## src/rtl/seg_pkg.sv

```systemverilog
// Shared definitions for the seven-segment letter path: blank code,
// letter codes for the stored name and the sequencer state encoding.
package seg_pkg;

    localparam logic [3:0] BLANK = 4'hF;

    localparam logic [3:0] L_G = 4'd0;
    localparam logic [3:0] L_I = 4'd1;
    localparam logic [3:0] L_L = 4'd2;
    localparam logic [3:0] L_B = 4'd3;
    localparam logic [3:0] L_E = 4'd4;
    localparam logic [3:0] L_R = 4'd5;
    localparam logic [3:0] L_T = 4'd6;
    localparam logic [3:0] L_O = 4'd7;

    typedef enum logic [1:0] {
        IDLE  = 2'd0,
        SHOW  = 2'd1,
        SPACE = 2'd2,
        GAP   = 2'd3
    } state_t;

    // The stored name is laid out so that the letter code equals its index.
    function automatic logic [3:0] letter_code(input logic [3:0] idx);
        return idx;
    endfunction

endpackage

```

## src/rtl/name_sequencer_tick_gen.sv

```systemverilog
// Advance-tick source: programmable prescaler in auto mode, rising-edge
// detect on the debounced step button in manual mode.
module tick_gen
    import seg_pkg::*;
#(
    parameter int DIV_W = 24
) (
    input  logic             clk,
    input  logic             rst,
    input  logic             en,
    input  logic             manual,
    input  logic             step,
    input  logic [DIV_W-1:0] div_i,
    output logic             tick
);

    logic [DIV_W-1:0] cnt;
    logic             step_q;
    logic             hit;

    // >= so that lowering div_i below the running count fires right away.
    assign hit  = (cnt >= div_i);
    assign tick = en & (manual ? (step & ~step_q) : hit);

    always_ff @(posedge clk) begin
        if (rst) begin
            cnt    <= '0;
            step_q <= 1'b0;
        end else begin
            step_q <= step;
            if (!en || manual || hit) begin
                cnt <= '0;
            end else begin
                cnt <= cnt + 1'b1;
            end
        end
    end

endmodule

```

## src/rtl/name_sequencer.sv

```systemverilog
// Walks the seg7 decoder through the stored name, one letter per tick,
// with blank spaces between letters and a longer blank gap before repeating.
module name_sequencer
    import seg_pkg::*;
#(
    parameter int DIV_W       = 24,
    parameter int MSG_LEN     = 8,
    parameter int SPACE_TICKS = 1,
    parameter int GAP_TICKS   = 2
) (
    input  logic             clk,
    input  logic             rst,
    input  logic             run,
    input  logic             manual,
    input  logic             step,
    input  logic [DIV_W-1:0] div_i,
    output logic [3:0]       digit_o,
    output logic [3:0]       idx_o,
    output logic             busy,
    output logic             wrap
);

    localparam int MAX_TICKS = (SPACE_TICKS > GAP_TICKS) ? SPACE_TICKS : GAP_TICKS;
    localparam int CW_RAW    = $clog2(MAX_TICKS + 1);
    localparam int CW        = (CW_RAW < 1) ? 1 : CW_RAW;

    localparam logic [CW-1:0] SPACE_LAST = CW'(SPACE_TICKS - 1);
    localparam logic [CW-1:0] GAP_LAST   = CW'(GAP_TICKS - 1);
    localparam logic [3:0]    LAST_IDX   = 4'(MSG_LEN - 1);

    state_t        state, state_n;
    logic [3:0]    idx_n;
    logic [CW-1:0] sg_cnt, sg_n;
    logic          wrap_n;
    logic          advance;
    logic          tick;

    // Prescaler stays parked at zero in IDLE so the first letter gets a full hold.
    tick_gen #(.DIV_W(DIV_W)) u_tick_gen (
        .clk    (clk),
        .rst    (rst),
        .en     (run && (state != IDLE)),
        .manual (manual),
        .step   (step),
        .div_i  (div_i),
        .tick   (tick)
    );

    always_comb begin
        state_n = state;
        idx_n   = idx_o;
        sg_n    = sg_cnt;
        wrap_n  = 1'b0;
        advance = 1'b0;

        if (!run) begin
            state_n = IDLE;
            idx_n   = 4'd0;
            sg_n    = '0;
        end else begin
            case (state)
                IDLE: begin
                    state_n = SHOW;
                    idx_n   = 4'd0;
                    sg_n    = '0;
                end
                SHOW: begin
                    if (tick) begin
                        if (SPACE_TICKS > 0) begin
                            state_n = SPACE;
                            sg_n    = '0;
                        end else begin
                            advance = 1'b1;
                        end
                    end
                end
                SPACE: begin
                    if (tick) begin
                        if (sg_cnt == SPACE_LAST) advance = 1'b1;
                        else                      sg_n    = sg_cnt + 1'b1;
                    end
                end
                GAP: begin
                    if (tick) begin
                        if (sg_cnt == GAP_LAST) begin
                            state_n = SHOW;
                            sg_n    = '0;
                        end else begin
                            sg_n = sg_cnt + 1'b1;
                        end
                    end
                end
                default: begin
                    state_n = IDLE;
                    idx_n   = 4'd0;
                    sg_n    = '0;
                end
            endcase

            if (advance) begin
                sg_n = '0;
                if (idx_o < LAST_IDX) begin
                    idx_n   = idx_o + 4'd1;
                    state_n = SHOW;
                end else begin
                    idx_n   = 4'd0;
                    wrap_n  = 1'b1;
                    state_n = (GAP_TICKS > 0) ? GAP : SHOW;
                end
            end
        end
    end

    // Outputs are registered from the next-state values so they line up with the state register.
    always_ff @(posedge clk) begin
        if (rst) begin
            state   <= IDLE;
            idx_o   <= 4'd0;
            sg_cnt  <= '0;
            digit_o <= BLANK;
            busy    <= 1'b0;
            wrap    <= 1'b0;
        end else begin
            state   <= state_n;
            idx_o   <= idx_n;
            sg_cnt  <= sg_n;
            digit_o <= (state_n == SHOW) ? letter_code(idx_n) : BLANK;
            busy    <= (state_n != IDLE);
            wrap    <= wrap_n;
        end
    end

endmodule

```

## config.mk

```make
export PLATFORM = sky130hd
export DESIGN_NAME = name_sequencer
export DESIGN_NICKNAME = d
export VERILOG_FILES = /design/src/rtl/seg_pkg.sv /design/src/rtl/name_sequencer_tick_gen.sv /design/src/rtl/name_sequencer.sv
export SDC_FILE = /design/constraint.sdc
export NUM_CORES = 1
export LEC_CHECK = 0
export BUFFER_PORTS_ARGS = -buffer_cell sky130_fd_sc_hd__clkbuf_2
export CAP_MARGIN = 30
export CORE_MARGIN = 4
export CORE_UTILIZATION = 43
export CTS_BUF_LIST = sky130_fd_sc_hd__clkbuf_2 sky130_fd_sc_hd__clkbuf_4 sky130_fd_sc_hd__clkbuf_8
export CTS_CLUSTER_SIZE = 14
export DETAILED_ROUTE_END_ITERATION = 8
export GPL_ROUTABILITY_DRIVEN = 0
export PLACE_DENSITY = 0.66
export SLEW_MARGIN = 15
export SYNTH_ARGS = -nofsm -noshare
export SYNTH_HDL_FRONTEND = slang
export SYNTH_SLANG_ARGS = --single-unit
```

## constraint.sdc

```tcl
create_clock -name clk -period 2.8 [get_ports clk]
set_clock_uncertainty 0.15 [all_clocks]
set_input_delay 0.84 -clock clk [delete_from_list [all_inputs] [get_ports clk]]
set_output_delay 0.84 -clock clk [all_outputs]
set_load 0.1 [all_outputs]
```

Word level (Yosys, flattened, before mapping):

Index checks and enable logic that the tools add are counted.

* input port bits: 29
* bits in registers: 39
* word-level logic and storage cells: 64
* output and inout port bits: 10

* add/subtract/negate cells: 3
* magnitude comparators: 2
* bitwise gates (word level): 6
* muxes and demuxes: 23
* equal/unequal tests: 9
* reductions and logical operators: 13

Operator list (number)
* 24-bit by 1-bit adder with 24-bit output (second input constant): 1
* 24-bit greater-or-equal comparator: 1
* 2-bit two-way mux: 11
* 4-bit two-way mux: 4
* 2-bit inequality test (second input constant): 4
* 2-bit case mux with 4 select lines: 1
* 2-bit by 1-bit == test with 1-bit output (second input constant): 3
* 1-bit two-way mux: 6
* 2-bit case mux with 3 select lines: 1
* 3-bit OR reduction: 2
* 4-bit by 1-bit adder with 4-bit output (second input constant): 1
* 2-bit == test (second input constant): 2
* 2-bit logical NOT: 2
* 4-bit by 3-bit less-than comparator with 1-bit output (second input constant): 1
* 1-bit inverter: 4
* 4-bit AND reduction: 1
* 2-bit nonzero test: 2
* 2-bit OR reduction: 2
* 2-bit by 1-bit adder with 2-bit output (second input constant): 1
* 1-bit bitwise AND: 2
* 1-bit logical OR: 2
* 1-bit logical AND: 1
* 1-bit logical NOT: 1

Depth between registers and ports, before layout:

Gate-level depths: netlist of run 1.

* depth in word-level cells: 12
* mapped depth: 9
* mapped depth without buffers: 9

By module:

Synthesis of run 1 repeated with hierarchy kept, for this count alone.

* cell total of the unflattened synthesis: 281
* area total of the unflattened synthesis: 2509.9 um^2

Modules (own cells, without submodules)
* tick_gen: seq. area each 500.5 um^2, area an instance 1806.7 um^2, cells each 206, times used 1
* name_sequencer: seq. area each 280.3 um^2, area an instance 703.2 um^2, cells each 75, times used 1

Least setup slack after synthesis of run 1:

Ideal clock, no wire load.

* kind: input to register
* start: input div_i[0]
* end: register idx_o[2]
* data required time: 2.582 ns
* path slack: -0.121 ns
* arrival time: 2.703 ns
* cell stages on the path: 8
* path through: ha_1 -> nand2b_1 -> a211oi_2 -> o221ai_1 -> a2111oi_4 -> a21oi_2 -> mux2_4 -> a21oi_2

* cells in the longest elaborated chain, start to end: 8

RTL lines
* start: declaration: line name_sequencer.sv:16 `input logic [DIV_W-1:0] div_i,`
* 24-bit greater-or-equal comparator: line name_sequencer_tick_gen.sv:22 `assign hit = (cnt >= div_i);`
* 1-bit two-way mux: line name_sequencer_tick_gen.sv:23 `assign tick = en & (manual ? (step & ~step_q) : hit);`
* 1-bit bitwise AND: line name_sequencer_tick_gen.sv:23
* 1-bit two-way mux: line name_sequencer.sv:78 `if (tick) begin`
* 1-bit two-way mux
* 1-bit two-way mux: line name_sequencer.sv:56 `if (!run) begin`
* 4-bit two-way mux: line name_sequencer.sv:100 `if (advance) begin`
* 4-bit two-way mux: line name_sequencer.sv:56
* end signal: assignment: line name_sequencer.sv:125 `idx_o <= idx_n;`
* end: declaration: line name_sequencer.sv:18 `output logic [3:0] idx_o,`

Every way passes these cells. The select of a mux whose other input is x is not followed.
A chain may end at the register's enable or synchronous reset.

Final worst setup path of run 1:

Same ends and word-level chain as after synthesis.

==> results of run 1 <==
[synthesized netlist by cell type, types with 4 or more instances]
cell       n
a21oi_1   11
dfxtp_1   39
ha_1      29
inv_1     32
nand2_1   16
nand2b_1   4
nand3_1   15
nand4_1   11
nor2_1    40
nor2b_1    4
o21ai_0   10
xnor2_1    7
xor2_1    15
[power groups by stage]
stage	registers [W]	clock network, W	logic (W)
final	0.000566	0.000389	0.000123
after global placement	0.000579	0	0.000117
after floorplan	0.000608	0	0.0000472
after CTS	0.000566	0.000400	0.000119
after detailed placement	0.000579	0	0.000118
after global routing	0.000567	0.000428	0.000136
[layout make-up]
type,instances,area [sq um]
repair buffers,50,293
clock buffers,6,76.3
inverters,32,120
multi-input cells,195,1450
fillers,531,2320
well taps,70,87.6
flip-flops and latches,39,781
clock inverters,2,12.5
[state kept, by name, indices dropped and copies added, names as in the netlist]
name,cells
sg_cnt,2
state,2
u_tick_gen.step_q,1
digit_o,4
busy,1
idx_o,4
u_tick_gen.cnt,24
wrap,1
[worst max-delay path by stage]
| stage | from | end | slack, ns |
|---|---|---|---|
| 6_report | div_i[0] | idx_o[2]$_SDFF_PP0_ | 0.07 |
| 5_1_grt | div_i[0] | idx_o[2]$_SDFF_PP0_ | -0.006 |
| 4_1_cts | div_i[7] | idx_o[2]$_SDFF_PP0_ | 0.07 |
| 3_5_place_dp | div_i[7] | idx_o[2]$_SDFF_PP0_ | -0.23 |
| 3_3_place_gp | div_i[0] | digit_o[2]$_SDFF_PP1_ | -0.20 |
| 2_1_floorplan | div_i[6] | idx_o[2]$_SDFF_PP0_ | 0.01 |
[per-stage QoR]
step	hold slack [ns]	instances	utilization, %	TNS [ns]
after global placement	0.353	385	52.3	-3.66
after floorplan	0.291	270	-	0
final	0.385	394	54.8	0
after global routing	0.411	394	54.8	-0.00556
after detailed placement	0.367	385	52.3	-5.14
after CTS	0.385	393	54.0	0
[what timing repair did]
item	CTS	global route
buffers inserted	0	1
resized for setup	0	5
hold buffers	0	0
setup endpoints to repair	0	9
[critical path, cell delays in order]
cell	delay (ns)
clkbuf_2	0.08
ha_1	0.27
nand2b_1	0.15
a211oi_2	0.21
o221ai_2	0.17
a2111oi_4	0.36
buf_4	0.20
a21oi_4	0.08
mux2_4	0.31
a21oi_2	0.12
[routing by layer]
layer | vias up | share of wire (%) | wire length [um] | track usage, %
li1 | 1020 | - | - | -
met1 | 888 | 48 | 2280 | 19.5
met2 | 31 | 47 | 2250 | 26.8
met3 | 4 | 3.2 | 149 | 3.66
met4 | 0 | 1.1 | 50 | 6.59
met5 | - | 0 | 0 | 0
[kinds of logic (layout without fill, tap and decap cells)]
| logic type | after synthesis | in the layout | synth area share, % |
|---|---|---|---|
| flops | 39 | 39 | 34.0 |
| simple gates | 101 | 101 | 20.8 |
| fa+ha+maj | 29 | 29 | 15.8 |
| mux | 6 | 6 | 3.00 |
| xor+xnor | 22 | 22 | 8.40 |
| buf+inv | 36 | 90 | 6.00 |
| compound gates | 37 | 37 | 11.9 |
==> out/metrics.cfg, run 1 <==
[cts]
cts_tree = yes
cts_sinks = 39
h-tree-depth = 2
clock-root-buffer = clkbuf_8
cts.path.max_buffers = 2
clock_latency_ns = 0.29
path_clk_slew_ns = 0.08
cts_made_buffers = 5

[timing]
setup_slack_ns = 0.0681
hold_viol_final = 0
fmax_ghz = 0.366
period_minus_slack_ns = 2.73
tightest_slew_ns = 0.535
max_slew_margin_pct = 64.2
drv_slew = 0
finalCritPeriodShare_pct = 97.6
setup_viol = 0

[logic_synthesis]
ys_warn_count = 0
yosysTopAreaCell = dfxtp_1
synth_nets = 328
netlist_top_cells_area = dfxtp_1 34%, ha_1 16%, nor2_1 6.5%
synth_cells = 270
synth_cell_types = 39
synth_top_flop_cell = dfxtp_1
ys_ff_latch = 39
async_flop_share_pct = 0
synth_top_area_share_pct = 34.0
synth_edf_count = 0
ys_seq_area_share_pct = 34.0
syn_area_sq_mm = 0.00229
avgSynthCellArea_sq_um = 8.49

[die]
die_x_um = 81.0
start_util_pct = 44.6
core_area_sq_mm = 0.00514
placementRows = 26
die_y_um = 81.0
die_area_sq_mm = 0.00657
ios = 39

[cells_and_area]
drive_above_1_share_pct = 23.8
final_common_cell = nor2_1
fin_nets = 381
n_antenna_cell = 0
layout_common_cells = 40 x nor2_1, 39 x dfxtp_1, 38 x clkbuf_2
design_area_sq_mm = 0.00282
area_delta_synth_final_pct = 22.7

[critical_path]
r2r_slack_ns = 0.34
reg2reg_depth = 10
start_kind = primary input
cp-end-kind = register
critPathRequiredTime_ns = 2.87
crit_type = primary input to register
r2r_end = idx_o[2]$_SDFF_PP0_
path_max_fanout = 6
arrival_ns = 2.80
worstReg2RegStart = u_tick_gen.cnt[0]$_SDFF_PP0_

[place]
numPortBuffers = 38
place_area_sq_mm = 0.00269
place_ws_ns = -0.230
dpl.hpwl_um = 3700

[pwr]
p_int_w = 0.000791
power_w = 0.00108
switching_share_pct = 26.6
ir_worst_vdd_mv = 0.279
combPwrFrac_pct = 11.4
powerDensity_mw_per_mm2 = 383
seq_power_share_pct = 52.5
clkPwrFrac_pct = 36.1
p_sw_w = 0.000287
power_leakage_nw = 1.21

[global_routing]
antenna_found_initial = 0
grt_start_max_net_pins = 25
grt-ovfl-total = 0
grt_pass1_wl_um = 8180
track_usage_pct = 15.9
grt_pass1_vias = 1926

[drt]
wirelength_um = 4730
antenna_left = 0
dr.pass1.iters = 4
wl_per_cell_um = 12.0
vias = 1943
drt-initial-drc-count = 64
avgViaCountPerCell = 4.93
drc = 0

[job]
maxCapViolations = 0

[hold_path]
holdPathStages = 2
hold_end = u_tick_gen.cnt[23]$_SDFF_PP0_
hp-start = u_tick_gen.cnt[23]$_SDFF_PP0_
worst_hold_path_type = register to register

[run_status]
status = complete, no violations

No activity file was read; power rests on OpenSTA's default activity.
==> run 2: changes to the inputs <==
--- a/config.mk
+++ b/config.mk
@@ -8,12 +8,12 @@
 export BUFFER_PORTS_ARGS = -buffer_cell sky130_fd_sc_hd__clkbuf_2
 export CAP_MARGIN = 30
 export CORE_MARGIN = 4
-export CORE_UTILIZATION = 43
+export CORE_UTILIZATION = 40
 export CTS_BUF_LIST = sky130_fd_sc_hd__clkbuf_2 sky130_fd_sc_hd__clkbuf_4 sky130_fd_sc_hd__clkbuf_8
 export CTS_CLUSTER_SIZE = 14
 export DETAILED_ROUTE_END_ITERATION = 8
 export GPL_ROUTABILITY_DRIVEN = 0
-export PLACE_DENSITY = 0.66
+export REMOVE_ABC_BUFFERS = 1
 export SLEW_MARGIN = 15
 export SYNTH_ARGS = -nofsm -noshare
 export SYNTH_HDL_FRONTEND = slang
==> out/metrics.cfg, run 2 (synthesized netlist as in run 1, its figures left out) <==
[die]
die_x_um = 83.7
die_area_sq_mm = 0.00701
core_area_sq_mm = 0.00554
placementRows = 27
ios = 39
die_y_um = 83.7
start_util_pct = 41.4

[cells_and_area]
area_delta_synth_final_pct = 23.2
layout_common_cells = 39 x nor2_1, 39 x dfxtp_1, 38 x clkbuf_2
fin_nets = 381
finish.utilization_pct = 51.0
regMostFlops = u_tick_gen.cnt
n_antenna_cell = 0
largest_reg_flops = 24
multi_input_area_sq_mm = 0.00145
drive_above_1_share_pct = 25.3
fill_cells = 568
top_regs = u_tick_gen.cnt x24, digit_o x4, idx_o x4
final-seq-area_sq_um = 781

[critical_path]
start_kind = primary input
r2r_end = state[1]$_SDFF_PP0_
r2r_slack_ns = 0.39
worstReg2RegStart = u_tick_gen.cnt[7]$_SDFF_PP0_
crit_start = div_i[23]
path_max_fanout = 6
crit_type = primary input to register
arrival_ns = 2.79
critPathRequiredTime_ns = 2.87
crit_path_top_delay_cell = mux2_2
cp_cell_sequence = clkbuf_2 > inv_1 > ha_1 > nand4_1 > nor2_2 > and3_4 > a2111oi_4 > buf_4 > a21oi_4 > mux2_2 > nor2_1
cp-end-kind = register
max_stage_delay_ns = 0.38
reg2reg_depth = 9

[timing]
max_slew_margin_pct = 63.6
drv_slew = 0
setup_slack_ns = 0.0828
setup_viol = 0
rsz0062_at_grt = true
period_minus_slack_ns = 2.72
fmax_ghz = 0.368
fin_tns_setup_ns = 0
tightest_slew_ns = 0.548
finalCritPeriodShare_pct = 97.0
hold_viol_final = 0

[drt]
vias = 1936
drc = 0
wirelength_um = 4580
drt-initial-drc-count = 47
antenna_left = 0
dr.pass1.iters = 4
wl_per_cell_um = 11.6
avgViaCountPerCell = 4.89

[cts]
clock-root-buffer = clkbuf_8
clock_latency_ns = 0.29
cts_sinks = 39
path_clk_slew_ns = 0.07
cts.path.max_buffers = 2
h-tree-depth = 2
cts_made_buffers = 5
cts_tree = yes

[job]
maxCapViolations = 0

[global_routing]
antenna_found_initial = 0
grt_start_max_net_pins = 23
track_usage_pct = 13.8
grt_pass1_vias = 1873
grt_pass1_wl_um = 8140
grt-ovfl-total = 0

[place]
place_ws_ns = -0.373
dpl.hpwl_um = 3590
numPortBuffers = 38

[hold_path]
hold_end = u_tick_gen.cnt[0]$_SDFF_PP0_
holdPathStages = 2
worst_hold_path_type = register to register
hp-start = u_tick_gen.cnt[0]$_SDFF_PP0_

[pwr]
ir_worst_vdd_mv = 0.342
powerDensity_mw_per_mm2 = 379
power_leakage_nw = 1.22

[run_status]
status = complete, no violations

-- run 2: final cells by class --
cell class	instances	area share (%)
timing repair buffer	50	10.4
clock buffer	7	2.97
multi-input combinational	195	51.4
sequential	39	27.6
clock inverter	1	0.177
tap	72	3.19
inverter	32	4.25
-- run 2: worst max-delay path: cells and delay by family --
family          cells  cell delay [ns]
compound gates      2             0.28
fa+ha+maj           1             0.31
mux                 1             0.38
simple gates        4             0.66
buf+inv             3             0.31
-- run 2: worst max path at each step --
stage	end	cells past startpoint	slack, ns
6_report	idx_o[3]$_SDFF_PP0_	11	0.08
5_1_grt	idx_o[0]$_SDFF_PP0_	11	-0.04
4_1_cts	idx_o[2]$_SDFF_PP0_	11	0.01
3_5_place_dp	idx_o[2]$_SDFF_PP0_	9	-0.37
3_3_place_gp	idx_o[2]$_SDFF_PP0_	10	-0.31
2_1_floorplan	u_tick_gen.cnt[10]$_SDFF_PP0_	7	-0.18
-- run 2: power by group --
part           switching (W)  internal [W]
combinational      0.0000756     0.0000459
clock               0.000190      0.000194
sequential        0.00000499      0.000561
-- run 2: layer usage --
metal | vias to the layer above | global-route usage [%] | share of wire, %
met5 | - | 0 | 0
met4 | 0 | 3.51 | 0.77
met3 | 5 | 3.36 | 4.0
met2 | 29 | 24.7 | 49
met1 | 874 | 16.5 | 46
li1 | 1028 | - | -
-- run 2: timing repair --
action,4_1_cts,5_1_grt
endpoints found under the setup margin,12,36
pin swaps,2,11
buffers inserted,1,2
resized for setup,3,11
hold buffers,0,0
-- run 2: stage by stage --
| step | instances | cell area [sq um] | power, W | hold WS, ns |
|---|---|---|---|---|
| after CTS | 394 | 2760 | 0.00108 | 0.387 |
| after floorplan | 266 | 2280 | 0.000651 | 0.291 |
| final | 396 | 2830 | 0.00107 | 0.380 |
| after detailed placement | 385 | 2640 | 0.000692 | 0.359 |
| after global placement | 385 | 2640 | 0.000691 | 0.356 |
| after global routing | 396 | 2830 | 0.00112 | 0.405 |
